--- config.mk ---
export PLATFORM = sky130hd
export DESIGN_NAME = sub_16_bit_serial
export DESIGN_NICKNAME = d
export VERILOG_FILES = /design/src/rtl/sub_16_bit_serial.sv
export SDC_FILE = /design/constraint.sdc
export NUM_CORES = 1
export LEC_CHECK = 0
export CAP_MARGIN = 15
export CORE_AREA = 3 3 76 78
export CTS_CLUSTER_DIAMETER = 60
export DETAILED_ROUTE_END_ITERATION = 10
export DIE_AREA = 0 0 79 81
export PLACE_DENSITY_LB_ADDON = 0.1
export REMOVE_ABC_BUFFERS = 1
export SLEW_MARGIN = 0
export SYNTH_ARGS = -nofsm -noshare
export SYNTH_HDL_FRONTEND = slang
export SYNTH_SLANG_ARGS = --single-unit
--- constraint.sdc ---
create_clock -name clk -period 4 [get_ports clk]
set_clock_uncertainty 0.15 [all_clocks]
set_input_delay 0.6 -clock clk [delete_from_list [all_inputs] [get_ports clk]]
set_output_delay 0.6 -clock clk [all_outputs]
set_load 0.02 [all_outputs]
--- src/rtl/sub_16_bit_serial.sv ---
// sub_16_bit_serial: nibble-serial subtractor, diff = a - b - borrow_in, one NIBBLE slice per clock.
module sub_16_bit_serial #(
   parameter int WIDTH  = 16,
   parameter int NIBBLE = 4
) (
   input  logic             clk,
   input  logic             rst_n,
   input  logic [WIDTH-1:0] a_i,
   input  logic [WIDTH-1:0] b_i,
   input  logic             borrow_in_i,
   input  logic             in_valid_i,
   output logic             in_ready_o,
   output logic [WIDTH-1:0] diff_o,
   output logic             borrow_out_o,
   output logic             overflow_o,
   output logic             out_valid_o,
   input  logic             out_ready_i
);
   localparam int NS = WIDTH / NIBBLE;
   localparam int CW = (NS > 1) ? $clog2(NS) : 1;

   typedef enum logic [1:0] {IDLE, CALC, DONE} state_t;

   state_t            state_q, state_d;
   logic [WIDTH-1:0]  a_q, a_d, b_q, b_d, diff_q, diff_d;
   logic [CW-1:0]     cnt_q, cnt_d;
   logic              borrow_q, borrow_d, borrow_out_q, borrow_out_d, overflow_q, overflow_d;
   logic [NIBBLE-1:0] a_nib, b_nib;
   logic [NIBBLE:0]   sub;
   logic              last;

   assign a_nib = a_q[cnt_q*NIBBLE +: NIBBLE];
   assign b_nib = b_q[cnt_q*NIBBLE +: NIBBLE];
   // Top bit of the widened difference is the borrow out of this slice.
   assign sub   = {1'b0, a_nib} - {1'b0, b_nib} - {{NIBBLE{1'b0}}, borrow_q};
   assign last  = cnt_q == CW'(NS - 1);

   always_comb begin
      state_d      = state_q;
      a_d          = a_q;
      b_d          = b_q;
      diff_d       = diff_q;
      cnt_d        = cnt_q;
      borrow_d     = borrow_q;
      borrow_out_d = borrow_out_q;
      overflow_d   = overflow_q;
      unique case (state_q)
         IDLE: if (in_valid_i) begin
            state_d  = CALC;
            a_d      = a_i;
            b_d      = b_i;
            borrow_d = borrow_in_i;
            cnt_d    = '0;
         end
         CALC: begin
            diff_d[cnt_q*NIBBLE +: NIBBLE] = sub[NIBBLE-1:0];
            borrow_d = sub[NIBBLE];
            cnt_d    = cnt_q + 1'b1;
            if (last) begin
               state_d      = DONE;
               borrow_out_d = sub[NIBBLE];
               overflow_d   = (a_q[WIDTH-1] != b_q[WIDTH-1]) & (sub[NIBBLE-1] != a_q[WIDTH-1]);
            end
         end
         DONE: state_d = out_ready_i ? IDLE : DONE;
         default: state_d = IDLE;
      endcase
   end

   always_ff @(posedge clk or negedge rst_n) begin
      if (!rst_n) begin
         state_q      <= IDLE;
         a_q          <= '0;
         b_q          <= '0;
         diff_q       <= '0;
         cnt_q        <= '0;
         borrow_q     <= 1'b0;
         borrow_out_q <= 1'b0;
         overflow_q   <= 1'b0;
      end else begin
         state_q      <= state_d;
         a_q          <= a_d;
         b_q          <= b_d;
         diff_q       <= diff_d;
         cnt_q        <= cnt_d;
         borrow_q     <= borrow_d;
         borrow_out_q <= borrow_out_d;
         overflow_q   <= overflow_d;
      end
   end

   assign in_ready_o   = state_q == IDLE;
   assign out_valid_o  = state_q == DONE;
   assign diff_o       = diff_q;
   assign borrow_out_o = borrow_out_q;
   assign overflow_o   = overflow_q;
endmodule

* Word-level counts from Yosys, hierarchy flattened *
Index checks and enable logic that the tools add are counted.

word-level totals
  ROM bits = 0
  word-level logic and storage cells = 39
  RAM bits = 0
  bits in latches = 0
  memories = 0
  register bits = 55
  bits of input ports = 37
  output and inout bits = 20

cells by class
  reduce and logical (&&, ||, !) cells = 6
  $lt $le $gt $ge = 0
  divide/modulo/power cells = 0
  shifts and indexed selects = 4
  bitwise operators = 1
  multipliers = 0
  add/sub/neg operators = 4
  mux-type cells = 9
  equality and inequality tests = 7

operator list
  operator                 number
  $neg 4->34               1
  $shift 4x34->16 const A  1
  $shiftx 4x34->16         1
  $shiftx 16x5->4          2
  $bwmux 16                1
  $mux 2                   4
  $reduce_and 2->1         4
  $pmux 2 s3               1
  $sub 4x4->5              1
  $sub 5x1->5              1
  $eq 2x2->1 const B       2
  $ne 2x2->1 const B       2
  $pmux 2 s2               1
  $add 2x1->2 const B      1
  $eq 2x1->1 const B       1
  $logic_not 2->1          1
  $ne 1x1->1               2
  $pmux 1 s2               1
  $reduce_bool 2->1        1
  $and 1x1->1              1
  $mux 1                   1

* Longest topological paths before layout *
Gate-level depths: netlist of the first run.

  depth in word-level cells = 5
  gate-level depth with buffers = 10
  depth with buffers taken out = 9

* Worst setup path after synthesis of the first run *
Ideal clock, no wire load.

  path type = register to register
  from = register cnt_q[0]
  to = register overflow_q (netlist: overflow_o)
  slack = 0.801 ns
  path buffers = 1
  library setup time = 0.069 ns
  arrival = 2.980 ns
  cell stages (with the launch flop) = 10
  required time = 3.781 ns
  period minus slack after synthesis = 3.199 ns
  path through = dfrtp_1 > buf_1 > mux4_2 > fa_1 > ha_1 > nand2b_1 > a21oi_2 > xnor2_1 > or4b_1 > nand3_1

on the way
  longest elaborated chain between the ends = 5
  elaborated cells on any way between the ends = 8
  those cells by class = 2 x add/sub; 2 x eq/ne; 2 x shift; 1 x bitwise; 1 x reduce/logical

RTL lines
  element                             RTL line  source
  start, declared                     26        logic [CW-1:0] cnt_q, cnt_d;
  start signal, assigned              85        cnt_q <= cnt_d;
  $shiftx 16x5->4 (on tied branches)  32, 33
  $sub 4x4->5                         35        assign sub = {1'b0, a_nib} - {1'b0, b_nib} - {{NIBBLE{1'b0}}, borrow_q};
  $sub 5x1->5                         35
  $ne 1x1->1                          62        overflow_d = (a_q[WIDTH-1] != b_q[WIDTH-1]) & (sub[NIBBLE-1] != a_q[WIDTH-1]);
  $and 1x1->1                         62
  end signal, assigned                88        overflow_q <= overflow_d;
  end, declared                       27        logic borrow_q, borrow_d, borrow_out_q, borrow_out_d, overflow_q, overflow_d;

Parallel ways exist; a longest one is shown, timed or not.
A chain may end at the register's enable or synchronous reset.

* Worst setup path in the final report of the first run *
Ends and elaborated chain as after synthesis.

==> summary.md, run 1 <==
| Metric | Value |
|---|---|
| Status | `completed` |
| ANT nets after route | `0` |
| Die Wd | `79 um` |
| Worst-skew pair later-pin latency | `0.30 ns` |
| Setup crit end | `overflow_o` |
| Core area | `5140 um2` |
| Routed wire length | `4.63 mm` |
| Final core utilization | `0.639` |
| Final critical path time including I/O delays and setup | `3.09 ns` |
| CTS tree | `built` |
| Cell Area, Synth | `2560 um2` |
| Setup crit start | `cnt_q[0]` |
| R2r startpoint | `cnt_q[0]` |
| Hold_ws | `0.102 ns` |
| DRC Markers | `0` |
| Reg2reg end | `overflow_o` |
| CTS Buffer Depth | `2` |
| Max IR drop VDD | `0.452 mV` |
| Met3 Resource Use GR | `0.0410` |
| Initial Utilization | `0.497` |
| Largest net degree at the start of global routing | `38` |
| Final Hold Violating Endpoints | `0` |
| TritonCTS Sinks | `55` |
| Flops & latches, synth | `55` |
| # Max-Cap Violations | `0` |
| # setup viols final | `0` |
| Initial DRC Count | `39` |
| Slew HR | `0.540` |
| # rows | `26` |
| Sequential area share after synthesis | `0.538` |
| Die Area | `6400 um2` |
| Cells after synthesis | `198` |
| Die height | `81 um` |
| CTS Buf Count | `5` |
| Final Cycle Share | `0.772` |
| GPL Wtd Cong | `0.740` |
| Grt met2 use | `0.287` |
| Hold Crit Class | `input pin to async pin` |
| Top fanout value on the critical path | `10` |
| CTS root buf | `clkbuf_8` |
| Fraction of layout cells with a size suffix above 1 | `0.202` |
| Hold bufs inserted after CTS | `0` |
| Cell count after placement | `320` |
| Remaining global-route overflow | `0` |
| Worst setup SP type | `register` |
| Ys Warns | `0` |
| I/O pin total | `57` |
| Layout area overhead | `28.4%` |
| WL/cell | `14.2 um` |
| Power Density | `903 nW/um2` |
| Number of fillers in the final layout | `443` |
| First-pass GRT wire length | `8.33 mm` |
| Register-to-Register Setup Slack | `0.91 ns` |
| Via count | `1688` |
| Multi-input gate area | `1110 um2` |
| Clock transition at path regs | `0.09 ns` |
| Input/output buffers | `56` |
| Leakage power | `1.41 nW` |
| Least-Margin Pin Slew | `0.689 ns` |
| Critical Path RT | `4.09 ns` |
| Diode count | `0` |
| Peak Freq | `0.324 GHz` |
| Unrepaired setup endpoints after global routing | `no` |
| Post-CTS setup buffer count | `0` |
| GR Util met1 | `0.210` |
| CTS resizes | `0` |
| Worst-case reg-to-reg path depth | `8` |
| Setup CP Type | `register to register` |
| Antenna violations before repair | `0` |
| Vias per Instance | `5.16` |
| FF/Latch Area | `1380 um2` |
| Element type at the critical path end | `register` |
| Nets | `306` |
| TNS Setup | `0 ns` |
| GR Util All Layers | `0.167` |
| DP Wirelength | `3.49 mm` |
| DR pass1 iterations | `4` |
| CTS H-tree lvls | `2` |
| Max-slew violations | `0` |
| Distinct cells, synth | `27` |
| Busiest grt layer | `met2` |
| Avg Cell Area, Syn | `12.9 um2` |
| Non-Filler Instances | `327` |
| Vias in the first global route | `1801` |
| Worst Path Arrival | `3.18 ns` |
worst max-delay path: stages, from the launching register on:
cell and delay [ns]:
dfrtp_1 0.58, buf_4 0.25, mux4_2 0.51, ha_1 0.29, inv_1 0.04, ha_1 0.31
xnor2_1 0.25, or4b_1 0.55, nand3_1 0.10
synthesized netlist by cell type:
cell,number,area share
mux4_2,8,0.070
fa_1,2,0.016
o21ai_0,5,0.0098
xnor2_1,2,0.0069
a22o_1,7,0.024
mux2_2,32,0.14
nor2b_1,1,0.0024
buf_1,4,0.0059
nand4_1,1,0.0024
or4b_1,1,0.0039
nand2b_1,3,0.0073
nand3_1,1,0.0020
a211oi_1,1,0.0029
o21bai_1,1,0.0029
ha_1,10,0.049
nand2_1,23,0.034
xor2_1,1,0.0034
or3_1,2,0.0049
dfrtp_1,55,0.54
a21oi_2,1,0.0034
clkbuf_1,3,0.0044
o31ai_1,8,0.023
nor3b_1,1,0.0029
and2_1,1,0.0024
inv_1,12,0.018
a21oi_1,2,0.0039
nor2_1,10,0.015
cells by family (layout without fill, tap and decap cells):
family                   after synthesis  count (layout)  share of synthesized area
AND/OR/NAND/NOR                       44              44                     0.0769
AO/OA/AOI/OAI                         25              25                     0.0705
XOR/XNOR                               3               3                     0.0103
adder cells (fa/ha/maj)               12              12                     0.0646
flip-flops                            55              55                      0.538
multiplexers                          40              40                      0.211
buffers and inverters                 19              78                     0.0279
per-layer routing:
metal | wire length [um] | share of wire
met5 | 0 | 0
met2 | 2290 | 0.49
met3 | 198 | 0.043
met4 | 86 | 0.019
met1 | 2060 | 0.44
worst min-delay path by stage:
| stage | slack (ns) | start | depth (start not counted) | end |
|---|---|---|---|---|
| after floorplan | 0.15 | rst_n | 0 | a_q[0] |
| after global placement | 0.31 | diff_o[10] | 2 | diff_o[10] |
| after detailed placement | 0.31 | diff_o[10] | 2 | diff_o[10] |
| after CTS | 0.11 | rst_n | 1 | state_q[0] |
| after global routing | 0.13 | rst_n | 1 | state_q[0] |
| final | 0.10 | rst_n | 1 | diff_o[12] |
registers in the layout, summed over array words and instances, names as in the netlist:
signal	flops
borrow_out_o	1
b_q	16
overflow_o	1
diff_o	16
borrow_q	1
state_q	2
a_q	16
cnt_q	2
layout make-up:
| cell class | instances | area share |
|---|---|---|
| clock inverter | 1 | 0.00152 |
| timing repair buffer | 59 | 0.176 |
| tap | 70 | 0.0267 |
| inverter | 12 | 0.0137 |
| multi-input combinational | 124 | 0.338 |
| clock buffer | 6 | 0.0252 |
| sequential | 55 | 0.419 |
cells in the final DEF, fill, tap and decap left out, types with 5 or more instances in the layout:
cell | netlist | layout
a22o_1 | 7 | 7
clkbuf_8 | 0 | 6
clkdlybuf4s50_1 | 0 | 55
dfrtp_1 | 55 | 55
ha_1 | 10 | 10
inv_1 | 12 | 12
mux2_2 | 32 | 32
mux4_2 | 8 | 8
nand2_1 | 23 | 23
nor2_1 | 10 | 10
o21ai_0 | 5 | 5
o31ai_1 | 8 | 8
stage by stage:
stage                     setup WS (ns)  total power [mW]  cell area, um2
after floorplan                   0.995              2.13            2530
after global placement            0.968              2.66            3200
after detailed placement          0.909              2.69            3200
after CTS                         0.873              3.01            3280
after global routing              0.731              3.26            3280
final                             0.913              2.96            3280
where the power goes:
part	internal, mW	switching, mW
Combinational	0.790	0.882
Clock	0.136	0.171
Sequential	0.811	0.172
Power figures use the tool's default switching activity.
==> inputs of run 2 (changes only) <==
CORE_AREA = 3 3 80 82   (was 3 3 76 78)
DIE_AREA = 0 0 83 85   (was 0 0 79 81)
clock period = 2.6 ns   (was 4 ns; I/O delays follow)
==> run 2 against run 1 <==
Net effect: the run now ends with negative setup slack left; clock-buffer cell count up 1; cell count up 5.5%; setup slack worse by 0.96 ns; maximum frequency up 17%; sequential power up 50%; hold slack better by 0.24 ns; utilization down 4.6 points; sequential share of layout area down 2.0 points; first-iteration DRC count up 33%; combinational power up 89%; non-clock buffer count up 12; critical path type unchanged.
==> summary.md, run 2 (synthesis results as in run 1) <==
| Metric | Value |
|---|---|
| Critical Path RT | `2.69 ns` |
| Worst setup SP type | `register` |
| Vias per Instance | `4.94` |
| Initial Utilization | `0.440` |
| Worst-skew pair later-pin latency | `0.30 ns` |
| Least-Margin Pin Slew | `0.573 ns` |
| Element type at the critical path end | `register` |
| Cells along the critical path | `buf_4 -> mux4_2 -> inv_2 -> fa_2 -> ha_1 -> nand2b_1 -> a21oi_2 -> xnor2_2 -> or4b_1 -> nand3_1` |
| TritonCTS Sinks | `55` |
| Routed wire length | `4.85 mm` |
| Violated checks | `negative setup slack` |
| Hold Crit Class | `register to register` |
| DP Wirelength | `3.72 mm` |
| CTS tree | `built` |
| Peak Freq | `0.377 GHz` |
| Leakage power | `1.48 nW` |
| I/O pin total | `57` |
| CTS Buf Count | `5` |
| Initial DRC Count | `52` |
| Post-route setup slack | `-0.0498 ns` |
| Max-slew violations | `0` |
| Die Wd | `83 um` |
| Slew HR | `0.618` |
| Diode count | `0` |
| Clock transition at path regs | `0.09 ns` |
| Status | `complete, but fails checks` |
| Final Cycle Share | `1.02` |
| Slowest cell on crit path | `or4b_1` |
| First-pass GRT wire length | `8.35 mm` |
| Top fanout value on the critical path | `3` |
| WL/cell | `14.0 um` |
| Area after DPL | `3290 um2` |
| Post-Layout Inst Area | `3450 um2` |
| # Max-Cap Violations | `0` |
| Final core utilization | `0.593` |
| Final Hold Violating Endpoints | `0` |
| Core area | `5820 um2` |
| # setup viols final | `1` |
| DRC Markers | `0` |
| Final critical path time including I/O delays and setup | `2.65 ns` |
| CTS Buffer Depth | `2` |
| ANT nets after route | `0` |
| Pre-CTS setup slack | `-0.0989 ns` |
| Cell count after placement | `334` |
| Max IR drop VDD | `0.858 mV` |
| Die Area | `7060 um2` |
| Unrepaired setup endpoints after global routing | `yes` |
| Input/output buffers | `56` |
| # rows | `28` |
| Nets | `318` |
| Worst Path Arrival | `2.74 ns` |
| CTS root buf | `clkbuf_8` |
| Power Density | `1470 nW/um2` |
| DR pass1 iterations | `4` |
| Remaining global-route overflow | `0` |
| Largest net degree at the start of global routing | `38` |
| Number of fillers in the final layout | `518` |
| Setup CP Type | `register to register` |
| CTS H-tree lvls | `2` |
| Fraction of layout cells with a size suffix above 1 | `0.256` |
| TNS Setup | `-0.0498 ns` |
| GR Util All Layers | `0.149` |
| Hold_ws | `0.340 ns` |
| Most frequent cells in the layout | `55 x dfrtp_1, 55 x clkdlybuf4s50_1, 32 x mux2_2` |
| Antenna violations before repair | `0` |
| Non-Filler Instances | `345` |
| GPL Wtd Cong | `0.718` |
| Layout area overhead | `34.9%` |
| Critical Path Max Stage Delay | `0.50 ns` |
| Vias in the first global route | `1753` |
| Via count | `1704` |
| Power Total | `5.08 mW` |
| Die height | `85 um` |
==> run 2: path summary, 6_finish.rpt <==
path | from | to | slack (ns) | depth (start not counted)
hold / removal | diff_o[10] | diff_o[10] | 0.34 | 2
max in group asynchronous | rst_n | a_q[5] | 1.28 | 3
hold reg to reg | diff_o[10] | diff_o[10] | 0.34 | 2
setup reg to reg | cnt_q[0] | overflow_o | -0.05 | 10
min in group asynchronous | rst_n | diff_o[12] | 0.46 | 2
setup / recovery | cnt_q[0] | overflow_o | -0.05 | 10
==> run 2: report_power, final <==
group	internal, mW	switching (mW)
clock	0.190	0.253
sequential	1.25	0.232
combinational	1.61	1.54
total	3.05	2.02
==> run 2: routing by layer <==
layer	global-route usage	routed length (um)	vias to the layer above
met2	0.261	2530	43
met4	0.0401	29	0
met5	0	0	-
li1	-	-	834
met3	0.0379	229	2
met1	0.183	2060	825
==> run 2: final cells by class <==
type | instances | area [um2] | share of cell area
clock inverter | 1 | 5.00 | 0.00145
multi-input combinational | 124 | 1150 | 0.334
sequential | 55 | 1380 | 0.399
clock buffer | 7 | 76.3 | 0.0221
inverter | 12 | 45.0 | 0.0131
tap | 75 | 93.8 | 0.0272
timing repair buffer | 71 | 699 | 0.203
==> run 2: timing repair <==
action / CTS / global route
pin swaps: 1 / 3
setup buffers: 2 / 0
setup endpoints to repair: 1 / 9
hold buffers: 1 / 0
resized for setup: 2 / 8
endpoints found under the hold margin: 24 / 0
==> run 2: critical path, delay by kind of cell (launching register included) <==
kind | cells | cell delay, ns
AND/OR/NAND/NOR | 3 | 0.73
adder cells (fa/ha/maj) | 2 | 0.53
flip-flops | 1 | 0.42
multiplexers | 1 | 0.33
buffers and inverters | 2 | 0.19
AO/OA/AOI/OAI | 1 | 0.15
XOR/XNOR | 1 | 0.08
